**src/rtl/not16_chk_pkg.sv**
```systemverilog
// rtl/not16_chk_pkg.sv - shared types and constants for the NOT16 response checker
// Purpose: FSM state encoding and the MISR feedback polynomial.
// Ports: none (package).
package not16_chk_pkg;

    typedef enum logic [1:0] {
        IDLE = 2'd0,
        RUN  = 2'd1,
        DONE = 2'd2
    } chk_state_e;

    // x^16 + x^12 + x^5 + 1
    localparam logic [15:0] MISR_POLY = 16'h1021;

endpackage

```
**src/rtl/chk_misr.sv**
```systemverilog
// rtl/chk_misr.sv - multiple-input signature register over the DUT results
// Purpose: folds each accepted result word into a running signature.
// Ports:
//   clk   - rising-edge clock
//   rst_n - asynchronous active-low reset
//   clr   - synchronous clear (run start)
//   en    - fold din into the signature this cycle
//   din   - result word to fold
//   sig   - current signature
module chk_misr
    import not16_chk_pkg::*;
#(
    parameter int WIDTH = 16
) (
    input  logic             clk,
    input  logic             rst_n,
    input  logic             clr,
    input  logic             en,
    input  logic [WIDTH-1:0] din,
    output logic [WIDTH-1:0] sig
);

    // Narrow widths take the low bits of the 16-bit polynomial.
    localparam logic [WIDTH-1:0] POLY = WIDTH'(MISR_POLY);

    logic [WIDTH-1:0] sig_q;
    logic [WIDTH-1:0] sig_d;

    always_comb begin
        sig_d = {sig_q[WIDTH-2:0], 1'b0} ^ (sig_q[WIDTH-1] ? POLY : '0) ^ din;
    end

    always_ff @(posedge clk or negedge rst_n) begin
        if (!rst_n) begin
            sig_q <= '0;
        end else if (clr) begin
            sig_q <= '0;
        end else if (en) begin
            sig_q <= sig_d;
        end
    end

    assign sig = sig_q;

endmodule

```
**config.mk**
```make
export PLATFORM = sky130hd
export DESIGN_NAME = chk_misr
export DESIGN_NICKNAME = d
export VERILOG_FILES = /design/src/rtl/not16_chk_pkg.sv /design/src/rtl/chk_misr.sv
export SDC_FILE = /design/constraint.sdc
export NUM_CORES = 1
export LEC_CHECK = 0
export BUFFER_PORTS_ARGS = -buffer_cell sky130_fd_sc_hd__clkbuf_2
export CORE_MARGIN = 8
export CORE_UTILIZATION = 40
export CTS_CLUSTER_DIAMETER = 80
export DETAILED_ROUTE_END_ITERATION = 6
export PLACE_DENSITY = 0.73
export SETUP_SLACK_MARGIN = 0.05
export SLEW_MARGIN = 30
export SYNTH_ARGS = -nofsm -noshare
export SYNTH_HDL_FRONTEND = slang
export SYNTH_SLANG_ARGS = --single-unit
```
**constraint.sdc**
```tcl
create_clock -name clk -period 1.2 [get_ports clk]
set_input_delay 0.06 -clock clk [delete_from_list [all_inputs] [get_ports clk]]
set_output_delay 0.06 -clock clk [all_outputs]
set_load 0.05 [all_outputs]
```
==> reports/summary.txt, run 1 <==
CP Cell Sequence - xor3_4 -> mux2i_1 -> nor2_1
Tcrit/Tclk final - 96.8%
DRT antenna net count - 0
Final WS setup - 0.0382 ns
first-pass GRT wire length - 2980 µm
Gate Count Post-Synth - 69
sequential share of the synthesized area - 51.0%
Req. time, crit path - 1.36 ns
crit path max fanout - 2
per-cell routed wire length - 13.8 µm
# clock sinks - 16
Hold Violations, Final - 0
I/O pin cnt - 36
Max-cap violations - 0
clk_lat worst skew - 0.27 ns
final WL - 1830 µm
Yosys warnings - 0
Overall Power - 1.42 mW
CTS H-tree lvls - 1
number of global-route vias before repair - 651
worst hold slack - 0.0697 ns
Worst path slowest cell - dfrtp_2
DR pass1 iterations - 2
instance area at placement - 980 µm²
Horiz. Die Dim - 60.3 µm
Power Density - 1370 mW/mm²
R2R Setup Slk - 0.04 ns
final instance area - 0.00104 mm²
Final Util - 54.5%
post-synth cell types - 10
Worst-Margin Slew - 0.554 ns
DP Wirelength - 1410 µm
min Tclk post-route - 1.16 ns
maximum clock path buffer count - 2
f_max - 861 MHz
Synth Area per Inst - 11.4 µm²
Startpoint Class - flop
Post-Synthesis Cell Area - 785 µm²
Worst Skew - 0.00288 ns
CTS clock-pin slew for the worst setup and hold paths - 0.09 ns
Final nets - 127
max reg flops - 16
die area - 0.00363 mm²
run status - complete, no violations
VDD IR max - 0.593 mV
Crit. End Element - flop
total gr overflow - 0
antenna violations before repair - 0
pre-CTS setup slack - 0.0272 ns
largest net degree at the start of global routing - 31
drt drc - 0
HP Class - in -> reg
area used by multi-input combinational logic - 359 µm²
DR vias/cell - 4.54
Cells after DPL - 127
initial drt markers - 14
FF+latch count, synth - 16
initial core utilization - 41.2%
Pins Over Slew Limit - 0
kind of critical path - reg -> reg
Fin Setup TNS - 0 ns
crit path DAT - 1.32 ns
routability cong. - 0.712
FILL cells - 181
number of cells on the worst reg-to-reg path - 3
All-Layer GR Usage - 10.7%
Rows - 16
layout cells sized above 1 - 42.5%
Non-Filler Instances - 133
Syn-to-layout area delta - 32.1%
Core Footprint - 0.00190 mm²
# diodes - 0
FF/Latch Area - 404 µm²
via count - 604
PortBufs - 35
die height - 60.3 µm
count of final setup violators - 0
synthesized net count - 89
TritonCTS Buffers - 3
Slew headroom - 63.1%
CP peak stage delay - 0.42 ns
root cell of the clock tree - clkbuf_4
RSZ-0062 raised after global routing - true
Pleak - 0.501 nW
hold path cells - 3
TritonCTS clock tree - built
-- Yosys cell counts --
cell type / number / share of area (%)
dfrtp_1: 16 / 51
nor2_1: 16 / 7.7
a211oi_1: 14 / 13
xnor2_1: 14 / 16
buf_2: 2 / 1.3
clkbuf_1: 2 / 0.96
mux2i_1: 2 / 2.6
buf_4: 1 / 0.96
xor3_1: 1 / 3.0
xor3_4: 1 / 3.5
-- cells in the final DEF, fill, tap and decap left out --
| master | n |
|---|---|
| a211oi_1 | 14 |
| buf_2 | 1 |
| buf_4 | 3 |
| clkbuf_2 | 33 |
| clkbuf_4 | 3 |
| clkbuf_8 | 1 |
| dfrtp_1 | 13 |
| dfrtp_2 | 3 |
| dlygate4sd3_1 | 1 |
| mux2i_1 | 2 |
| nor2_1 | 16 |
| xnor2_1 | 14 |
| xor3_1 | 1 |
| xor3_4 | 1 |
-- kinds of logic after synthesis --
kind of cell / synth area share [%]
XOR/XNOR: 22.2
flip-flops: 51.0
AND/OR/NAND/NOR: 7.66
AO/OA/AOI/OAI: 13.4
buffers and inverters: 3.19
multiplexers: 2.55
-- cell type report --
class | instances | share of cell area, %
Sequential cell | 16 | 39.0
Multi-Input combinational cell | 48 | 34.7
Timing Repair Buffer | 38 | 19.6
Clock buffer | 4 | 3.50
Tap cell | 27 | 3.26
-- path summary, 6_finish.rpt --
path | start | to
hold / removal | din[8] | sig[8]
setup / recovery | sig[11] | sig[12]
min in group asynchronous | rst_n | sig[0]
setup reg to reg | sig[11] | sig[12]
max in group asynchronous | rst_n | sig[4]
hold reg to reg | sig[13] | sig[13]
-- where the power goes --
part | switching (mW) | internal (mW)
clock | 0.162 | 0.184
combinational | 0.284 | 0.160
sequential | 0.0444 | 0.587
total | 0.490 | 0.930
-- metal layers --
| metal | global-route usage (%) | wire [µm] | up-vias |
|---|---|---|---|
| met5 | 0 | 0 | - |
| met4 | 3.06 | 0 | 0 |
| met2 | 17.4 | 891 | 19 |
| met3 | 3.23 | 136 | 0 |
| li1 | - | - | 313 |
| met1 | 13.2 | 802 | 272 |
-- timing repair --
action,4_1_cts,5_1_grt
cloned,0,0
buffers inserted,1,0
setup endpoints to repair,2,4
gates resized for setup,1,2
hold buffers,1,0
pin swaps,2,1
hold endpoints to repair,16,0
-- critical path, delay by kind of cell, from the launching register on --
family	cells	cell delay, ns
flops	1	0.42
mux	1	0.15
simple gates	1	0.05
xor+xnor	1	0.42
(Power assumes the default switching activity.)
==> run 2: changes to the inputs <==
- SETUP_SLACK_MARGIN: 0.05 -> 0.1
==> run 2 against run 1 <==
Cell count is the same. Via count up 1.5%. Flip-flop and latch count unchanged. Sequential power hardly changed. Critical path depth stayed put. Global-route usage rose by 0.088 points. Worst setup slack gained 0.0070 ns. Critical path type unchanged. Largest cell class unchanged.
==> reports/summary.txt, run 2 (synthesis results as in run 1) <==
run status - complete, no violations
commonest non-fill, non-tap cells in the layout - 28 x clkbuf_2, 16 x nor2_1, 14 x xnor2_1, 14 x a211oi_1, 13 x dfrtp_1
die height - 60.3 µm
I/O pin cnt - 36
DP Wirelength - 1410 µm
CP top delay family - flip-flops
Crit. End Element - flop
crit path DAT - 1.32 ns
f_max - 866 MHz
min Tclk post-route - 1.15 ns
Fin Setup TNS - 0 ns
per-cell routed wire length - 13.7 µm
Pins Over Slew Limit - 0
Worst Skew - 0.00337 ns
CTS clock-pin slew for the worst setup and hold paths - 0.10 ns
Power Density - 1350 mW/mm²
CP peak stage delay - 0.42 ns
# clock sinks - 16
most common cell after layout, fill and taps aside - clkbuf_2
sequential power share - 43.9%
PortBufs - 35
clk_lat worst skew - 0.27 ns
All-Layer GR Usage - 10.8%
switching share of power - 34.2%
drt drc - 0
Core Footprint - 0.00190 mm²
Startpoint Class - flop
initial drt markers - 12
layout cells sized above 1 - 42.5%
crit path max fanout - 2
kind of critical path - reg -> reg
Rows - 16
die area - 0.00363 mm²
total gr overflow - 0
Pleak - 0.512 nW
VDD IR max - 0.594 mV
DR pass1 iterations - 6
Net Sw Power - 0.490 mW
Slew headroom - 62.9%
Horiz. Die Dim - 60.3 µm
Overall Power - 1.43 mW
via count - 613
final WL - 1820 µm
antenna violations before repair - 0
# diodes - 0
Worst-Margin Slew - 0.557 ns
combinational cell fraction of total power - 31.9%
Final nets - 127
HP Class - in -> reg
TritonCTS clock tree - built
Tcrit/Tclk final - 96.2%
first-pass GRT wire length - 3000 µm
Req. time, crit path - 1.36 ns
CP Cell Sequence - xor3_4 -> mux2i_1 -> nor2_1
Syn-to-layout area delta - 35.6%
RSZ-0062 raised after global routing - true
R2R Setup Slk - 0.05 ns
Hold Violations, Final - 0
Worst path slowest cell - dfrtp_2
largest net degree at the start of global routing - 31
max reg flops - 16
clock power share - 24.1%
CTS H-tree lvls - 1
Non-Filler Instances - 133
number of global-route vias before repair - 651
Max-cap violations - 0
DRT antenna net count - 0
initial core utilization - 41.2%
Cells after DPL - 127
TritonCTS Buffers - 3
DR vias/cell - 4.61
routability cong. - 0.712
internal power - 0.944 mW
maximum clock path buffer count - 2
count of final setup violators - 0
Worst Path Buf+Inv - 0
root cell of the clock tree - clkbuf_4
## run 2: worst reg2reg max path, delay by kind of cell, from the launching register on
kind,cells,cell delay [ns]
mux,1,0.15
flops,1,0.42
simple gates,1,0.05
xor+xnor,1,0.42
## run 2: final cells by class
type | instances | area (µm²)
clock buffers | 4 | 36.3
fillers | 176 | 838
well taps | 27 | 33.8
repair buffers | 38 | 230
flip-flops and latches | 16 | 404
multi-input cells | 48 | 359
## run 2: routing by layer
layer  up-vias  GRT usage [%]  wire length [µm]
li1        313              -                 -
met1       279           13.6               758
met2        21           17.2               941
met3         0           3.23               123
met4         0           3.06                 0
met5         -              0                 0
## run 2: per-stage QoR
step           hold slack [ns]  instance area [µm²]  util, %  setup WS (ns)
6_report                0.0694                 1060     55.9         0.0451
5_1_grt                 0.0494                 1060     55.9        -0.0178
4_1_cts                 0.0640                 1050     55.4         0.0246
3_5_place_dp            0.0100                  980     51.5         0.0272
3_3_place_gp           0.00145                  980     51.5         0.0676
2_1_floorplan           -0.236                  788        -        -0.0851
## run 2: final timing paths
path | from | to | cells after the start
setup reg to reg | sig[11] | sig[12] | 3
setup / recovery | sig[11] | sig[12] | 3
max in group asynchronous | rst_n | sig[4] | 2
hold reg to reg | sig[13] | sig[13] | 2
min in group asynchronous | rst_n | sig[0] | 2
hold / removal | din[8] | sig[8] | 3
## run 2: power groups by stage
stage	clock network [mW]	logic [mW]	registers, mW
after floorplan	0	0.152	0.804
after global placement	0	0.431	0.640
after detailed placement	0	0.439	0.642
after CTS	0.361	0.458	0.632
after global routing	0.397	0.492	0.639
final	0.346	0.458	0.630
## run 2: what timing repair did
item,4_1_cts,5_1_grt
buffers inserted,1,0
pin swaps,2,1
hold endpoints to repair,16,0
hold buffers,1,0
resized for setup,3,10
endpoints found under the setup margin,3,9
==> run 3: changes to the inputs <==
- CELL_PAD_IN_SITES_DETAIL_PLACEMENT: unset -> 1
- CELL_PAD_IN_SITES_GLOBAL_PLACEMENT: unset -> 1
- CORE_UTILIZATION: 40 -> 30
- PLACE_DENSITY: 0.73 -> unset
- PLACE_DENSITY_LB_ADDON: unset -> 0.1
==> run 3 against run 2 <==
Cell count up 2.3%. Final area grew 0.59%. Combinational power barely moved. Clock power grew 4%. First-iteration DRC count rose by 25%. Total power rose by 0.95%. Critical path type unchanged. Critical endpoint unchanged. Largest power group unchanged. Highest routed layer is now met4.
==> reports/summary.txt, run 3 (synthesis results as in run 1) <==
All-Layer GR Usage - 9.56%
# clock sinks - 16
Pleak - 0.512 nW
setup bufs post-CTS - 0
max reg flops - 16
DP Wirelength - 1490 µm
drt drc - 0
initial drt markers - 15
DR vias/cell - 4.65
min Tclk post-route - 1.18 ns
Tcrit/Tclk final - 98.6%
commonest non-fill, non-tap cells in the layout - 31 x clkbuf_2, 16 x nor2_1, 14 x xnor2_1, 14 x a211oi_1, 13 x dfrtp_1
Rows - 18
instance area at placement - 0.00100 mm²
Horiz. Die Dim - 67.1 µm
RSZ-0062 raised after global routing - true
CTS H-tree lvls - 1
via count - 633
count of final setup violators - 0
PortBufs - 35
Final WS setup - 0.0173 ns
root cell of the clock tree - clkbuf_4
maximum clock path buffer count - 2
Hold Violations, Final - 0
Crit. End Element - flop
first-pass GRT wire length - 3270 µm
crit path DAT - 1.35 ns
worst hold slack - 0.0551 ns
number of global-route vias before repair - 687
Syn-to-layout area delta - 36.4%
Worst path slowest cell - dfrtp_2
die height - 67.1 µm
kind of critical path - reg -> reg
most common cell after layout, fill and taps aside - clkbuf_2
# diodes - 0
I/O pin cnt - 36
total gr overflow - 0
HP Class - in -> reg
per-cell routed wire length - 14.7 µm
Worst-Margin Slew - 0.397 ns
Overall Power - 1.45 mW
Startpoint Class - flop
Power Density - 1350 mW/mm²
run status - complete, no violations
final WL - 1990 µm
Final nets - 127
CTS clock-pin slew for the worst setup and hold paths - 0.10 ns
layout cells sized above 1 - 42.5%
initial core utilization - 31.7%
Pins Over Slew Limit - 0
TritonCTS Buffers - 3
f_max - 845 MHz
Req. time, crit path - 1.37 ns
DRT antenna net count - 0
Core Footprint - 0.00248 mm²
pre-CTS setup slack - 0.0287 ns
Worst Skew - 0.000754 ns
VDD IR max - 0.738 mV
routability cong. - 0.669
crit path max fanout - 2
TritonCTS clock tree - built
die area - 0.00451 mm²
Max-cap violations - 0
Fin Setup TNS - 0 ns
CP peak stage delay - 0.43 ns
DR pass1 iterations - 3
Slew headroom - 73.5%
final instance area - 0.00107 mm²
clk_lat worst skew - 0.28 ns
antenna violations before repair - 0
CP Cell Sequence - xor3_4 -> mux2i_1 -> nor2_1
largest net degree at the start of global routing - 31
run 3: area by class of cell:
cell class / count / area (µm²)
multi-input combinational: 48 / 359
clock buffer: 4 / 36.3
fill: 295 / 1410
sequential: 16 / 404
timing repair buffer: 38 / 233
tap: 30 / 37.5
run 3: worst paths after layout:
path / to / depth (start not counted) / slack [ns] / start
setup / recovery: sig[12] / 3 / 0.02 / sig[15]
hold / removal: sig[14] / 3 / 0.06 / din[14]
setup reg to reg: sig[12] / 3 / 0.02 / sig[15]
hold reg to reg: sig[14] / 2 / 0.59 / sig[14]
max in group asynchronous: sig[4] / 2 / 0.68 / rst_n
min in group asynchronous: sig[3] / 2 / 0.22 / rst_n
run 3: critical path, delay by kind of cell (launching register included):
kind                      cells  cell delay [ns]
xor gates and xnor gates      1             0.43
DFF                           1             0.43
muxes                         1             0.15
and+or+nand+nor               1             0.06
run 3: timing repair:
item | 4_1_cts | 5_1_grt
hold buffers | 1 | 0
endpoints found under the hold margin | 16 | 0
pin swaps | 0 | 1
resized for setup | 3 | 3
setup endpoints to repair | 2 | 7
run 3: per-stage QoR:
step | utilization [%] | std cells
after floorplan | - | 69
after global placement | 40.5 | 131
after detailed placement | 40.5 | 131
after CTS | 43.2 | 136
after global routing | 43.2 | 136
final | 43.2 | 136
run 3: where the power goes:
group	internal, mW	switching, mW
logic	0.171	0.285
registers	0.587	0.0449
clock network	0.185	0.175
run 3: metal layers:
| metal | vias up | track usage, % | part of all wire, % |
|---|---|---|---|
| met1 | 296 | 12.1 | 42 |
| li1 | 312 | - | - |
| met5 | - | 0 | 0 |
| met2 | 21 | 14.1 | 47 |
| met3 | 4 | 2.98 | 8.1 |
| met4 | 0 | 5.48 | 1.9 |
